$ cat config.mk
export PLATFORM = sky130hd
export DESIGN_NAME = pulpino_spi_slave_rx
export DESIGN_NICKNAME = d
export VERILOG_FILES = /design/src/rtl/pulpino_spi_slave_pkg.sv /design/src/rtl/pulpino_spi_pin_sync.sv /design/src/rtl/pulpino_spi_slave_rx.sv
export SDC_FILE = /design/constraint.sdc
export NUM_CORES = 1
export LEC_CHECK = 0
export CAP_MARGIN = 10
export CORE_UTILIZATION = 55
export CTS_CLUSTER_SIZE = 8
export DETAILED_ROUTE_END_ITERATION = 6
export PLACE_DENSITY = 0.82
export SETUP_SLACK_MARGIN = 0.15
export SLEW_MARGIN = 20
export SYNTH_ARGS = -nofsm -noshare
export SYNTH_HDL_FRONTEND = slang
export SYNTH_HIERARCHICAL = 1
export SYNTH_SLANG_ARGS = --single-unit
$ cat constraint.sdc
create_clock -name clk -period 12.7 [get_ports clk]
set_input_delay 1.905 -clock clk [delete_from_list [all_inputs] [get_ports clk]]
set_output_delay 1.905 -clock clk [all_outputs]
set_load 0.01 [all_outputs]
$ cat src/rtl/pulpino_spi_slave_pkg.sv
// Shared types and defaults for the PULPino SPI responder: FSM states, field widths,
// the frame record used by collectors, and the length-clipping helper.
package pulpino_spi_slave_pkg;

  localparam int unsigned SPI_CMD_MAX     = 32;
  localparam int unsigned SPI_ADDR_MAX    = 32;
  localparam int unsigned SPI_DATA_MAX    = 32;
  localparam int unsigned SPI_SYNC_STAGES = 2;

  typedef enum logic [2:0] {
    ST_IDLE  = 3'd0,
    ST_CMD   = 3'd1,
    ST_ADDR  = 3'd2,
    ST_DUMMY = 3'd3,
    ST_WR    = 3'd4,
    ST_RD    = 3'd5,
    ST_DONE  = 3'd6
  } spi_slv_state_e;

  typedef struct packed {
    logic [SPI_CMD_MAX-1:0]  cmd;
    logic [SPI_ADDR_MAX-1:0] addr;
    logic [SPI_DATA_MAX-1:0] wr_data;
    logic [7:0]              bits;
  } spi_slv_frame_s;

  function automatic logic [5:0] spi_clip_len(input logic [5:0] len, input int unsigned max_len);
    if (32'(len) > max_len) return 6'(max_len);
    return len;
  endfunction

endpackage

$ cat src/rtl/pulpino_spi_pin_sync.sv
// Multi-stage synchroniser for one SPI pin, with single-cycle rise/fall strobes
// derived from the synchronised level and one extra history flop.
module pulpino_spi_pin_sync #(
  parameter int unsigned STAGES = 2
) (
  input  logic clk,
  input  logic rstn,
  input  logic pin_i,
  output logic pin_o,
  output logic rise_o,
  output logic fall_o
);

  logic [STAGES-1:0] sync_q, sync_d;
  logic              last_q, last_d;

  always_comb begin
    sync_d = {sync_q[STAGES-2:0], pin_i};
    last_d = sync_q[STAGES-1];
  end

  always_ff @(posedge clk or negedge rstn) begin
    if (!rstn) begin
      sync_q <= '0;
      last_q <= 1'b0;
    end else begin
      sync_q <= sync_d;
      last_q <= last_d;
    end
  end

  assign pin_o  = sync_q[STAGES-1];
  assign rise_o = sync_q[STAGES-1] & ~last_q;
  assign fall_o = ~sync_q[STAGES-1] & last_q;

endmodule

$ cat src/rtl/pulpino_spi_slave_rx.sv
// SPI mode-0 responder: decodes one CS-framed CMD/ADDR/DUMMY/WR/RD transaction from
// oversampled pins and reports the captured fields with a valid or error pulse.
module pulpino_spi_slave_rx
  import pulpino_spi_slave_pkg::*;
#(
  parameter int unsigned CMD_MAX     = SPI_CMD_MAX,
  parameter int unsigned ADDR_MAX    = SPI_ADDR_MAX,
  parameter int unsigned DATA_MAX    = SPI_DATA_MAX,
  parameter int unsigned SYNC_STAGES = SPI_SYNC_STAGES
) (
  input  logic                clk,
  input  logic                rstn,
  input  logic                spi_sclk,
  input  logic                spi_csn,
  input  logic                spi_mosi,
  output logic                spi_miso,
  output logic                spi_miso_oe,
  input  logic [5:0]          cfg_cmd_len,
  input  logic [5:0]          cfg_addr_len,
  input  logic [15:0]         cfg_dummy_len,
  input  logic [5:0]          cfg_wr_len,
  input  logic [5:0]          cfg_rd_len,
  input  logic [DATA_MAX-1:0] rd_data,
  output logic [CMD_MAX-1:0]  rx_cmd,
  output logic [ADDR_MAX-1:0] rx_addr,
  output logic [DATA_MAX-1:0] rx_wr_data,
  output logic                rx_valid,
  output logic                rx_err,
  output logic [7:0]          rx_bits,
  output logic                busy
);

  logic sclk_s, sclk_rise, sclk_fall;
  logic csn_s, csn_rise, csn_fall;
  logic mosi_s, mosi_rise, mosi_fall;

  pulpino_spi_pin_sync #(.STAGES(SYNC_STAGES)) u_sync_sclk (
    .clk(clk), .rstn(rstn), .pin_i(spi_sclk), .pin_o(sclk_s), .rise_o(sclk_rise), .fall_o(sclk_fall)
  );
  pulpino_spi_pin_sync #(.STAGES(SYNC_STAGES)) u_sync_csn (
    .clk(clk), .rstn(rstn), .pin_i(spi_csn), .pin_o(csn_s), .rise_o(csn_rise), .fall_o(csn_fall)
  );
  pulpino_spi_pin_sync #(.STAGES(SYNC_STAGES)) u_sync_mosi (
    .clk(clk), .rstn(rstn), .pin_i(spi_mosi), .pin_o(mosi_s), .rise_o(mosi_rise), .fall_o(mosi_fall)
  );

  logic unused_sync;
  assign unused_sync = ^{sclk_s, mosi_rise, mosi_fall};

  spi_slv_state_e      state_q, state_d, next_state;
  logic                enter_phase;
  logic [5:0]          cmd_len_q, cmd_len_d, addr_len_q, addr_len_d;
  logic [5:0]          wr_len_q, wr_len_d, rd_len_q, rd_len_d;
  logic [15:0]         dummy_len_q, dummy_len_d;
  logic [15:0]         cnt_q, cnt_d;
  logic [CMD_MAX-1:0]  cmd_q, cmd_d;
  logic [ADDR_MAX-1:0] addr_q, addr_d;
  logic [DATA_MAX-1:0] wr_q, wr_d;
  logic [DATA_MAX-1:0] rd_shift_q, rd_shift_d;
  logic [7:0]          bits_q, bits_d;
  logic                busy_q, busy_d, valid_q, valid_d, err_q, err_d;
  logic [4:0]          phase_nz;

  function automatic spi_slv_state_e phase_after(input spi_slv_state_e from, input logic [4:0] nz);
    phase_after = ST_DONE;
    if (from < ST_RD    && nz[4]) phase_after = ST_RD;
    if (from < ST_WR    && nz[3]) phase_after = ST_WR;
    if (from < ST_DUMMY && nz[2]) phase_after = ST_DUMMY;
    if (from < ST_ADDR  && nz[1]) phase_after = ST_ADDR;
    if (from < ST_CMD   && nz[0]) phase_after = ST_CMD;
  endfunction

  // Lengths are captured at the start of a frame so cfg_* may change mid-transfer.
  always_comb begin
    cmd_len_d   = cmd_len_q;
    addr_len_d  = addr_len_q;
    dummy_len_d = dummy_len_q;
    wr_len_d    = wr_len_q;
    rd_len_d    = rd_len_q;
    if (state_q == ST_IDLE && csn_fall) begin
      cmd_len_d   = spi_clip_len(cfg_cmd_len, CMD_MAX);
      addr_len_d  = spi_clip_len(cfg_addr_len, ADDR_MAX);
      dummy_len_d = cfg_dummy_len;
      wr_len_d    = spi_clip_len(cfg_wr_len, DATA_MAX);
      rd_len_d    = spi_clip_len(cfg_rd_len, DATA_MAX);
    end
    phase_nz = {rd_len_d != 6'd0, wr_len_d != 6'd0, dummy_len_d != 16'd0,
                addr_len_d != 6'd0, cmd_len_d != 6'd0};
  end

  always_comb begin
    state_d     = state_q;
    cnt_d       = cnt_q;
    cmd_d       = cmd_q;
    addr_d      = addr_q;
    wr_d        = wr_q;
    rd_shift_d  = rd_shift_q;
    bits_d      = bits_q;
    busy_d      = busy_q;
    valid_d     = 1'b0;
    err_d       = 1'b0;
    enter_phase = 1'b0;
    next_state  = ST_DONE;

    if (state_q == ST_IDLE) begin
      if (csn_fall) begin
        cmd_d       = '0;
        addr_d      = '0;
        wr_d        = '0;
        bits_d      = 8'd0;
        busy_d      = 1'b1;
        enter_phase = 1'b1;
        next_state  = phase_after(ST_IDLE, phase_nz);
      end
    end else if (csn_rise) begin
      valid_d = (state_q == ST_DONE);
      err_d   = (state_q != ST_DONE);
      busy_d  = 1'b0;
      state_d = ST_IDLE;
    end else if (!csn_s) begin
      if (sclk_rise) begin
        if (bits_q != 8'hFF) bits_d = bits_q + 8'd1;
        case (state_q)
          ST_CMD:  cmd_d  = {cmd_q[CMD_MAX-2:0], mosi_s};
          ST_ADDR: addr_d = {addr_q[ADDR_MAX-2:0], mosi_s};
          ST_WR:   wr_d   = {wr_q[DATA_MAX-2:0], mosi_s};
          default: ;
        endcase
        if (state_q != ST_DONE) begin
          if (cnt_q == 16'd1) begin
            enter_phase = 1'b1;
            next_state  = phase_after(state_q, phase_nz);
          end else begin
            cnt_d = cnt_q - 16'd1;
          end
        end
      end
      // The fall that follows RD entry precedes the first RD bit and must not shift.
      if (sclk_fall && state_q == ST_RD && cnt_q != {10'd0, rd_len_q})
        rd_shift_d = rd_shift_q << 1;
    end

    if (enter_phase) begin
      state_d = next_state;
      case (next_state)
        ST_CMD:   cnt_d = {10'd0, cmd_len_d};
        ST_ADDR:  cnt_d = {10'd0, addr_len_d};
        ST_DUMMY: cnt_d = dummy_len_d;
        ST_WR:    cnt_d = {10'd0, wr_len_d};
        ST_RD:    cnt_d = {10'd0, rd_len_d};
        default:  cnt_d = 16'd0;
      endcase
      if (next_state == ST_RD)
        rd_shift_d = rd_data << (DATA_MAX - 32'(rd_len_d));
    end
  end

  always_ff @(posedge clk or negedge rstn) begin
    if (!rstn) begin
      state_q     <= ST_IDLE;
      cmd_len_q   <= 6'd0;
      addr_len_q  <= 6'd0;
      dummy_len_q <= 16'd0;
      wr_len_q    <= 6'd0;
      rd_len_q    <= 6'd0;
      cnt_q       <= 16'd0;
      cmd_q       <= '0;
      addr_q      <= '0;
      wr_q        <= '0;
      rd_shift_q  <= '0;
      bits_q      <= 8'd0;
      busy_q      <= 1'b0;
      valid_q     <= 1'b0;
      err_q       <= 1'b0;
    end else begin
      state_q     <= state_d;
      cmd_len_q   <= cmd_len_d;
      addr_len_q  <= addr_len_d;
      dummy_len_q <= dummy_len_d;
      wr_len_q    <= wr_len_d;
      rd_len_q    <= rd_len_d;
      cnt_q       <= cnt_d;
      cmd_q       <= cmd_d;
      addr_q      <= addr_d;
      wr_q        <= wr_d;
      rd_shift_q  <= rd_shift_d;
      bits_q      <= bits_d;
      busy_q      <= busy_d;
      valid_q     <= valid_d;
      err_q       <= err_d;
    end
  end

  assign spi_miso_oe = (state_q == ST_RD);
  assign spi_miso    = (state_q == ST_RD) & rd_shift_q[DATA_MAX-1];
  assign rx_cmd      = cmd_q;
  assign rx_addr     = addr_q;
  assign rx_wr_data  = wr_q;
  assign rx_bits     = bits_q;
  assign rx_valid    = valid_q;
  assign rx_err      = err_q;
  assign busy        = busy_q;

endmodule
# ---- Word level (Yosys, flattened, before mapping)
# Index checks and enable logic that the tools add are counted.
dict set report op_classes {
  n_addsub 3
  n_lt_le_gt_ge 9
  n_eq_ne 21
  shifts 1
  muxes 91
  bitwise 9
  n_reduce_logical 30
}
# cell n
set ops {}
lappend ops {{two-way mux 32 bit} 22}
lappend ops {{two-way mux 16 bit} 8}
lappend ops {{one-hot mux 16 bit (5 select lines)} 1}
lappend ops {{two-way mux 6 bit} 12}
lappend ops {{two-way mux 3 bit} 18}
lappend ops {{two-way mux 8 bit} 6}
lappend ops {{left shift 32 x 32 -> 32 bit} 1}
lappend ops {{> comparator 6 bit (second input constant)} 4}
lappend ops {{nonzero test 6 bit} 4}
lappend ops {{two-way mux 1 bit} 22}
lappend ops {{AND reduction 5 bit} 4}
lappend ops {{nonzero test 2 bit} 9}
lappend ops {{equality test 16 x 1 -> 1 bit (second input constant)} 1}
lappend ops {{!= test 16 x 6 -> 1 bit} 1}
lappend ops {{nonzero test 16 bit} 1}
lappend ops {{subtractor 16 x 1 -> 16 bit (second input constant)} 1}
lappend ops {{equality test 3 bit (second input constant)} 5}
lappend ops {{!= test 2 bit (second input constant)} 5}
lappend ops {{equality test 3 x 2 -> 1 bit (second input constant)} 3}
lappend ops {{adder 8 x 1 -> 8 bit (second input constant)} 1}
lappend ops {{logical AND 1 bit} 8}
lappend ops {{!= test 8 bit (second input constant)} 1}
lappend ops {{subtractor 6 x 6 -> 7 bit (first input constant)} 1}
lappend ops {{equality test 3 x 1 -> 1 bit (second input constant)} 2}
lappend ops {{other kinds (11)} 23}
dict set report word_totals {
  reg_bits 206
  input_bits 77
  out_inout_bits 109
  wordCells 184
}

# ---- Logic depth before layout (Yosys ltp)
# Gate-level depths: netlist (run 1).
dict set report depth {
  ltp_word 22
  mapped_depth 22
  mapped_depth_nobuf 14
}

# ---- Hierarchy
# The synthesis (run 1) kept the hierarchy.
# mod instances cells_each area_per_inst_um2 seq_area_each_um2
set by_module_without_submodules {}
lappend by_module_without_submodules {pulpino_spi_slave_rx 1 1336 11426.0 4804.6}
lappend by_module_without_submodules {pulpino_spi_pin_sync 3 5 90.1 75.1}

# ---- Worst setup path before layout (run 1)
# OpenSTA, ideal clock, no wires.
dict set report synth_path {
  path_type {input port to flip-flop}
  startpoint {input port cfg_rd_len[0]}
  endpoint {register rd_shift_q[31]}
  t_arrival_ns 5.030
  required_ns 12.570
  slack_ns 7.540
  cell_stages 14
  path_cell_list {nor2b_1 > clkbuf_1 > mux2_2 > buf_2 > inv_1 > ha_1 > clkbuf_1 > clkbuf_1 > clkbuf_1 > mux4_2 > o21ai_0 > o22ai_1 > a221oi_1 > a21oi_1}
}
dict set report synth_between {
  elab_chain_len 21
  word_cells_on_any_way 29
}
# element line
set synth_lines {}
lappend synth_lines {{from (decl)} pulpino_spi_slave_rx.sv:22} ;# input logic [5:0] cfg_rd_len,
lappend synth_lines {{> comparator 6 bit} pulpino_spi_slave_pkg.sv:28} ;# if (32'(len) > max_len) return 6'(max_len);
lappend synth_lines {{two-way mux 1 bit} pulpino_spi_slave_pkg.sv:28}
lappend synth_lines {{two-way mux 1 bit} pulpino_spi_slave_rx.sv:80} ;# if (state_q == ST_IDLE && csn_fall) begin
lappend synth_lines {{two-way mux 6 bit *} pulpino_spi_slave_pkg.sv:29} ;# return len;
lappend synth_lines {{two-way mux 6 bit *} pulpino_spi_slave_rx.sv:80}
lappend synth_lines {{nonzero test 6 bit} pulpino_spi_slave_rx.sv:87} ;# phase_nz = {rd_len_d != 6'd0, wr_len_d != 6'd0, dummy_len_d != 16'd0,
lappend synth_lines {{logical AND 1 bit} pulpino_spi_slave_rx.sv:66} ;# if (from < ST_RD && nz[4]) phase_after = ST_RD;
lappend synth_lines {{two-way mux 2 bit} pulpino_spi_slave_rx.sv:66}
lappend synth_lines {{[... 6 more ...]} --}
lappend synth_lines {{two-way mux 3 bit} pulpino_spi_slave_rx.sv:121} ;# if (sclk_rise) begin
lappend synth_lines {{two-way mux 3 bit} pulpino_spi_slave_rx.sv:120} ;# end else if (!csn_s) begin
lappend synth_lines {{two-way mux 3 bit} pulpino_spi_slave_rx.sv:115} ;# end else if (csn_rise) begin
lappend synth_lines {{two-way mux 3 bit} pulpino_spi_slave_rx.sv:105} ;# if (state_q == ST_IDLE) begin
lappend synth_lines {{equality test 3 bit} pulpino_spi_slave_rx.sv:153} ;# if (next_state == ST_RD)
lappend synth_lines {{two-way mux 32 bit *} pulpino_spi_slave_rx.sv:153}
lappend synth_lines {{two-way mux 32 bit *} pulpino_spi_slave_rx.sv:143} ;# if (enter_phase) begin
lappend synth_lines {{named net rd_shift_d[31]} pulpino_spi_slave_rx.sv:59} ;# logic [DATA_MAX-1:0] rd_shift_q, rd_shift_d;
lappend synth_lines {{to (signal assigned)} pulpino_spi_slave_rx.sv:186} ;# rd_shift_q <= rd_shift_d;
lappend synth_lines {{to (decl)} pulpino_spi_slave_rx.sv:59}
# The timed path passes the listed nets; every way through them passes the cells marked *. The select of a mux whose other input is x is not followed.
# A chain may end at the register's enable or synchronous reset.

# ---- Worst setup path in the final report (run 1)
dict set report layout_path {
  startpoint {input port cfg_rd_len[5]}
  endpoint {register rd_shift_q[29]}
}
# The elaborated chain is that of the path after synthesis.

==> impl_metrics.tcl, run 1 <==
set metrics [dict create \
    wl_mm 32.4 \
    crit_chain "clkdlybuf4s50_1, nor2b_1, buf_4, mux2_2, inv_1, ha_1, buf_4, inv_1, nor2_1, a2111oi_0, and2_1, o21ai_0, o22ai_1, nand3_1, a31oi_1" \
    cts_buffers 17 \
    grt_start_max_net_pins 84 \
    cts-resized-gates 0 \
    leakagePower_nw 5.75 \
    rsz0062_at_grt "false" \
    drive_gt1_frac 0.0691 \
    status "finished clean" \
    min_to "u_sync_mosi/sync_q[1]" \
    cpPeakStageDelay_ns 0.85 \
    p_clk_frac 0.181 \
    drt-initial-drc-count 879 \
    netlist_area_um2 11700 \
    slew_viol_final 0 \
    relSlewSlack 0.291 \
    clockRootBuffer "clkbuf_16" \
    grt_most_used_layer "met2" \
    track_usage 0.303 \
    die_w_um 148 \
    fillers 1689 \
    min_from "u_sync_mosi/sync_q[0]" \
    post_drt_wl_per_cell_um 18.4 \
    setup_tns_ns 0 \
    viasPerCell 6.13 \
    p_int_mw 1.69 \
    grt_pass1_vias 9853 \
    hold_path_depth 0 \
    synthCells 1348 \
    final_antenna_net_count 0 \
    worstSetupStartpointType "input pin" \
    antenna_cells 0 \
    antenna_found_initial 0 \
    hp-class "reg -> reg" \
    postCtsSetupRepairBufs 0 \
    postCtsHoldBufs 0 \
    critPathKind "in -> reg" \
    finalSetupViolCount 0 \
    timing.rr.end "rd_shift_q[29]" \
    power_frac_seq 0.283 \
    cp_max_fo 44 \
    syn_nets 1429 \
    drv_cap 0 \
    syn_to_final_growth_pct 22.4 \
    crit_path_end_kind "register" \
    cts.sinks 200 \
    grt_util_met2 0.460 \
    p_sw_frac 0.468 \
    final_cell_mix "nand2_1 (348), dfrtp_1 (200), clkdlybuf4s50_1 (184)" \
    vias 10792 \
    htree_levels 4 \
    cp.arrival_ns 6.98 \
    rows 52 \
    syn_area_per_cell_um2 8.65 \
    clk_latency_ns 0.45 \
    path_clk_slew_ns 0.07 \
    clk_path_buf_depth 2 \
    num_io_pins 186 \
    reg2regPathDepth 15 \
    ff2ff_setup_slack_ns 7.65 \
    core_um2 20500 \
    overflow 0 \
    worst-endpoint-required_ns 13.05 \
    p_sw_mw 1.49 \
    dp_hpwl_mm 23.1 \
    start_util 0.569 \
    cts_tree "done" \
    reg2reg_from "u_sync_csn/sync_q[1]" \
    skew_ns 0.0252 \
    p_per_area_nw_per_um2 223 \
    fin_crit_sh 0.522 \
    combPwrFrac 0.536 \
    use_met1 0.445 \
    port_buffers 185 \
    die_h_um 148 \
    peakVddDrop_uv 189 \
    ys_warn_count 6 \
    dieArea_um2 21800 \
    max_freq_mhz 151 \
    dr.pass1.iters 5 \
    use_met3 0.0543 \
    final_common_cell "nand2_1" \
    path_delay_family "buffers and inverters" \
    tightest_slew_ns 1.06 \
    period_needed_ns 6.63 \
    drc_errors 0 \
    hold_violations 0 \
    final_nets 1559 \
    globalplace.congestion 0.945 \
    setup_ws_ns 6.07 \
    slowest_stage "a2111oi_0" \
    grt_pass1_wl_mm 52.3 \
    pre_cts_slack_ns 5.73 \
    crit_buf_inv 5 \
]
## through the flow
step | cell area [um2] | hold WS, ns | cells | total power [mW] | util
2_1_floorplan | 11700 | 0.331 | 1348 | 2.11 | -
3_3_place_gp | 13600 | 0.333 | 1729 | 2.55 | 0.665
3_5_place_dp | 13600 | 0.340 | 1729 | 2.57 | 0.665
4_1_cts | 14300 | 0.357 | 1761 | 3.15 | 0.696
5_1_grt | 14300 | 0.362 | 1761 | 3.38 | 0.696
6_report | 14300 | 0.355 | 1761 | 3.18 | 0.696
## area by class of cell
class,instances,area (um2),share of cell area
Sequential cell,200,5000,0.351
Clock inverter,15,204,0.0143
Timing Repair Buffer,205,2010,0.141
Inverter,16,60.1,0.00421
Multi-Input combinational cell,1038,6220,0.436
Clock buffer,17,425,0.0298
Tap cell,270,338,0.0237
## power groups by stage
stage	combinational, mW	sequential [mW]	clock [mW]
2_1_floorplan	1.23	0.874	0
4_1_cts	1.67	0.897	0.586
3_3_place_gp	1.65	0.901	0
3_5_place_dp	1.66	0.907	0
5_1_grt	1.85	0.916	0.616
6_report	1.71	0.901	0.578
## state kept, by name (all words and copies together) (netlist names), 8 cells and up
register and count:
cnt_q 16, dummy_len_q 16, rd_shift_q 32, rx_addr 32, rx_bits 8, rx_cmd 32
rx_wr_data 32
## worst max-delay path by stage
stage,startpoint,to,depth (start not counted)
floorplan,cfg_rd_len[0],rd_shift_q[31],14
global placement,cfg_rd_len[5],rd_shift_q[21],15
finish,cfg_rd_len[5],rd_shift_q[29],15
global route,cfg_rd_len[5],rd_shift_q[21],15
CTS,cfg_rd_len[5],rd_shift_q[21],15
detailed placement,cfg_rd_len[5],rd_shift_q[21],15
## layer usage
layer	part of all wire	vias up
met3	0.078	50
met4	0.017	0
met1	0.45	5189
met5	0	-
met2	0.46	484
li1	-	5069
No activity file was read; power rests on OpenSTA's default activity.
==> inputs of run 2 (changes only) <==
Clock period 12.7 ns to 6.1 ns, I/O delays scaled along.
==> run 2 against run 1 <==
Against the previous run: critical endpoint is now cnt_q[4]; largest power group unchanged; critical path depth is 1 lower; critical path type is now reg -> reg; highest routed layer unchanged; global-route usage hardly changed; largest cell class unchanged; wire length is 0.17% lower; setup slack worse by 4.6 ns; sequential cell count stayed put.
==> impl_metrics.tcl, run 2 (synthesis results as in run 1) <==
set metrics [dict create \
    clk_path_buf_depth 2 \
    multi_input_area_um2 6220 \
    clk_latency_ns 0.44 \
    status "finished clean" \
    wl_mm 32.4 \
    overflow 0 \
    period_needed_ns 4.67 \
    die_w_um 148 \
    drt-initial-drc-count 945 \
    leakagePower_nw 5.77 \
    core_um2 20500 \
    postCtsSetupRepairBufs 0 \
    dp.cells 1736 \
    cts_buffers 17 \
    crit_path_end_kind "register" \
    start_util 0.569 \
    ff_latch_area_um2 5000 \
    viasPerCell 6.10 \
    relSlewSlack 0.262 \
    drc_errors 0 \
    syn_to_final_growth_pct 22.4 \
    critPathKind "reg -> reg" \
    num_io_pins 186 \
    antenna_cells 0 \
    clockRootBuffer "clkbuf_16" \
    cpPeakStageDelay_ns 0.53 \
    finalSetupViolCount 0 \
    fin_crit_sh 0.765 \
    peakVddDrop_uv 429 \
    cp_max_fo 36 \
    htree_levels 4 \
    die_h_um 148 \
    tightest_slew_ns 1.08 \
    grt_pass1_wl_mm 52.6 \
    crit_chain "and2b_2, nor4b_4, buf_4, mux2_2, inv_1, ha_1, nor4b_1, nand2b_1, o21ai_0, a21oi_1, a41oi_1, nor2_1, a2111oi_0, a211oi_1" \
    globalplace.congestion 0.928 \
    setup_tns_ns 0 \
    ff2ff_setup_slack_ns 1.43 \
    rows 52 \
    grt_pass1_vias 9927 \
    antenna_found_initial 0 \
    fin_cells 1768 \
    p_per_area_nw_per_um2 465 \
    slowest_stage "a41oi_1" \
    fillers 1658 \
    worst-endpoint-required_ns 6.41 \
    hold_violations 0 \
    rsz0062_at_grt "false" \
    dr.pass1.iters 5 \
    dieArea_um2 21800 \
    post_drt_wl_per_cell_um 18.3 \
    slew_viol_final 0 \
    cp.arrival_ns 4.98 \
    track_usage 0.303 \
    postCtsHoldBufs 0 \
    final_nets 1566 \
    cts-resized-gates 0 \
    final_cell_mix "nand2_1 (348), dfrtp_1 (200), clkdlybuf4s50_1 (184)" \
    cts.sinks 200 \
    grt_start_max_net_pins 73 \
    path_clk_slew_ns 0.08 \
    final_common_cell "nand2_1" \
    max_freq_mhz 214 \
    worstSetupStartpointType "register" \
    hp-class "reg -> reg" \
    port_buffers 185 \
    final_antenna_net_count 0 \
    dp_hpwl_mm 23.1 \
    skew_ns 0.0121 \
    drive_gt1_frac 0.0734 \
    cts_tree "done" \
    vias 10776 \
    drv_cap 0 \
    total_power_mw 6.63 \
]
## run 2: layout make-up
cell class / instances / share of cell area
clock buffer: 17 / 0.0298
clock inverter: 15 / 0.0114
inverter: 16 / 0.00421
multi-input combinational: 1038 / 0.436
sequential: 200 / 0.351
tap: 270 / 0.0237
timing repair buffer: 212 / 0.144
## run 2: through the flow
stage | hold WS [ns] | cell area, um2 | setup slack, ns | util
after floorplan | 0.331 | 11700 | 1.32 | -
after global placement | 0.335 | 13700 | 1.47 | 0.668
after detailed placement | 0.337 | 13700 | 1.29 | 0.668
after CTS | 0.354 | 14300 | 1.46 | 0.696
after global routing | 0.356 | 14300 | 0.981 | 0.696
final | 0.354 | 14300 | 1.43 | 0.696
## run 2: critical path, delay by kind of cell, from the launching register on
family / cells / cell delay [ns]
adders and majority gates: 1 / 0.38
buffers and inverters: 2 / 0.62
muxes: 1 / 0.40
and+or+nand+nor: 5 / 1.29
AOI/OAI and AO/OA: 5 / 1.41
DFF: 1 / 0.42
## run 2: final timing paths
check                                           from              endpoint  cells after the start
worst min register to register  u_sync_csn/sync_q[0]  u_sync_csn/sync_q[1]                      0
max in group asynchronous                       rstn        rd_shift_q[13]                      2
worst max-delay path            u_sync_csn/sync_q[1]              cnt_q[4]                     14
min in group asynchronous                       rstn            rx_cmd[30]                      1
worst max register to register  u_sync_csn/sync_q[1]              cnt_q[4]                     14
worst min-delay path            u_sync_csn/sync_q[0]  u_sync_csn/sync_q[1]                      0
## run 2: report_power, final
group | internal (mW) | switching [mW] | total (mW)
Combinational | 1.34 | 2.29 | 3.63
Sequential | 1.62 | 0.252 | 1.87
Clock | 0.583 | 0.554 | 1.14
## run 2: metal layers
metal,track usage,up-vias,wire [um]
met5,0,-,0
li1,-,5082,-
met1,0.447,5171,14500
met4,0.0938,0,672
met2,0.450,469,14600
met3,0.0605,54,2640
==> inputs of run 3 (changes only) <==
Clock period 6.1 ns to 4.6 ns, I/O delays scaled along.
==> run 3 against run 2 <==
Against the previous run: critical path depth unchanged; largest power group unchanged; maximum frequency up 12%; cell area rose by 0.69%; sequential share of layout area fell by 0.24 points; combinational power increased by 35%; clock skew up 0.0035 ns; wire length is 2.2% higher; clock power is 38% higher; setup slack got worse by 1.0 ns; register-to-register slack worse by 1.0 ns.
==> impl_metrics.tcl, run 3 (synthesis results as in run 1) <==
set metrics [dict create \
    status "finished clean" \
    setup_tns_ns 0 \
    final_antenna_net_count 0 \
    cts.sinks 200 \
    drv_cap 0 \
    drive_gt1_frac 0.0779 \
    postCtsSetupRepairBufs 0 \
    slew_viol_final 0 \
    clk_latency_ns 0.45 \
    path_clk_slew_ns 0.09 \
    peakVddDrop_uv 595 \
    fin_crit_sh 0.908 \
    dieArea_um2 21800 \
    rows 52 \
    grt_pass1_vias 9766 \
    cts_tree "done" \
    final_nets 1569 \
    antenna_found_initial 0 \
    syn_to_final_growth_pct 23.3 \
    final_cell_mix "nand2_1 (348), dfrtp_1 (200), clkdlybuf4s50_1 (184)" \
    relSlewSlack 0.341 \
    path_delay_family "simple AND/OR/NAND/NOR gates" \
    core_um2 20500 \
    track_usage 0.309 \
    drt-initial-drc-count 806 \
    cts_buffers 17 \
    overflow 0 \
    clockRootBuffer "clkbuf_16" \
    hold_violations 0 \
    cpPeakStageDelay_ns 0.68 \
    crit_buf_inv 1 \
    port_buffers 185 \
    antenna_cells 0 \
    max_freq_mhz 239 \
    cts-resized-gates 0 \
    hp-class "in -> async" \
    crit_path_end_kind "register" \
    num_io_pins 186 \
    setup.worst_path.start "u_sync_csn/sync_q[1]" \
    start_util 0.569 \
    vias 10750 \
    worst-endpoint-required_ns 4.93 \
    htree_levels 4 \
    reg2reg_from "u_sync_csn/sync_q[1]" \
    p_per_area_nw_per_um2 623 \
    wl_mm 33.1 \
    cp.arrival_ns 4.51 \
    clk_path_buf_depth 2 \
    viasPerCell 6.07 \
    period_needed_ns 4.18 \
    timing.hold.ws_ns 0.314 \
    grt_start_max_net_pins 117 \
    drc_errors 0 \
    skew_ns 0.0156 \
    slowest_stage "or4b_2" \
    cp_max_fo 16 \
    postCtsHoldBufs 0 \
    crit_chain "and2b_2, or4b_2, nand2_1, nand2_1, inv_1, ha_1, nor4b_2, nand2b_1, o21ai_0, o21ai_0, and4_1, o21ai_4, nor2_1, o32a_1" \
    die_h_um 148 \
    finalSetupViolCount 0 \
    globalplace.congestion 0.988 \
    rsz0062_at_grt "false" \
    post_drt_wl_per_cell_um 18.7 \
    worstSetupStartpointType "register" \
    leakagePower_nw 5.80 \
    tightest_slew_ns 0.983 \
    final_common_cell "nand2_1" \
    grt_pass1_wl_mm 53.0 \
    die_w_um 148 \
    dr.pass1.iters 5 \
    dp_hpwl_mm 24.0 \
    critPathKind "reg -> reg" \
]
==> run 3: changes by cell type in the layout (fill, tap and decap cells not counted), moves of 2 or more <==
cell      previous run  this run
nor2_1              79        77
inv_6                5         2
inv_8                3         1
nor2_2               1         3
clkinv_2             3         0
buf_4               27        29
clkinv_8             2         6
inv_12               0         4
==> run 3: report_power, final <==
part	internal, mW	switching, mW
Sequential	2.15	0.339
Clock	0.757	0.811
Combinational	1.81	3.09
==> run 3: layout make-up <==
type | instances | area, um2
Fill cell | 1663 | 6120
Clock inverter | 15 | 208
Sequential cell | 200 | 5000
Inverter | 16 | 60.1
Timing Repair Buffer | 215 | 2090
Tap cell | 270 | 338
Clock buffer | 17 | 425
Multi-Input combinational cell | 1038 | 6240
==> run 3: routing by layer <==
metal / global-route usage / vias up / wire (um) / share of wire
met1: 0.454 / 5185 / 14900 / 0.45
met2: 0.474 / 447 / 15300 / 0.46
met5: 0 / - / 0 / 0
li1: - / 5070 / - / -
met4: 0.0804 / 0 / 659 / 0.020
met3: 0.0543 / 48 / 2240 / 0.068
==> run 3: worst paths after layout <==
path                       slack, ns                     to  cells after the start
min                             0.31             rx_cmd[29]                      1
min reg2reg                     0.36  u_sync_sclk/sync_q[1]                      0
max reg2reg                     0.42               cnt_q[0]                     14
max                             0.42               cnt_q[0]                     14
max in group asynchronous       3.17         rd_shift_q[29]                      2
min in group clk                0.36  u_sync_sclk/sync_q[1]                      0
==> run 3: through the flow <==
stage	instance area (um2)	worst slack (ns)	utilization	total power, mW	std cells
6_report	14400	0.423	0.701	8.95	1771
5_1_grt	14400	0.164	0.701	9.48	1771
4_1_cts	14400	0.488	0.701	8.85	1771
3_5_place_dp	13700	0.429	0.670	7.27	1739
3_3_place_gp	13700	0.534	0.670	7.26	1739
2_1_floorplan	11700	0.188	-	5.84	1348
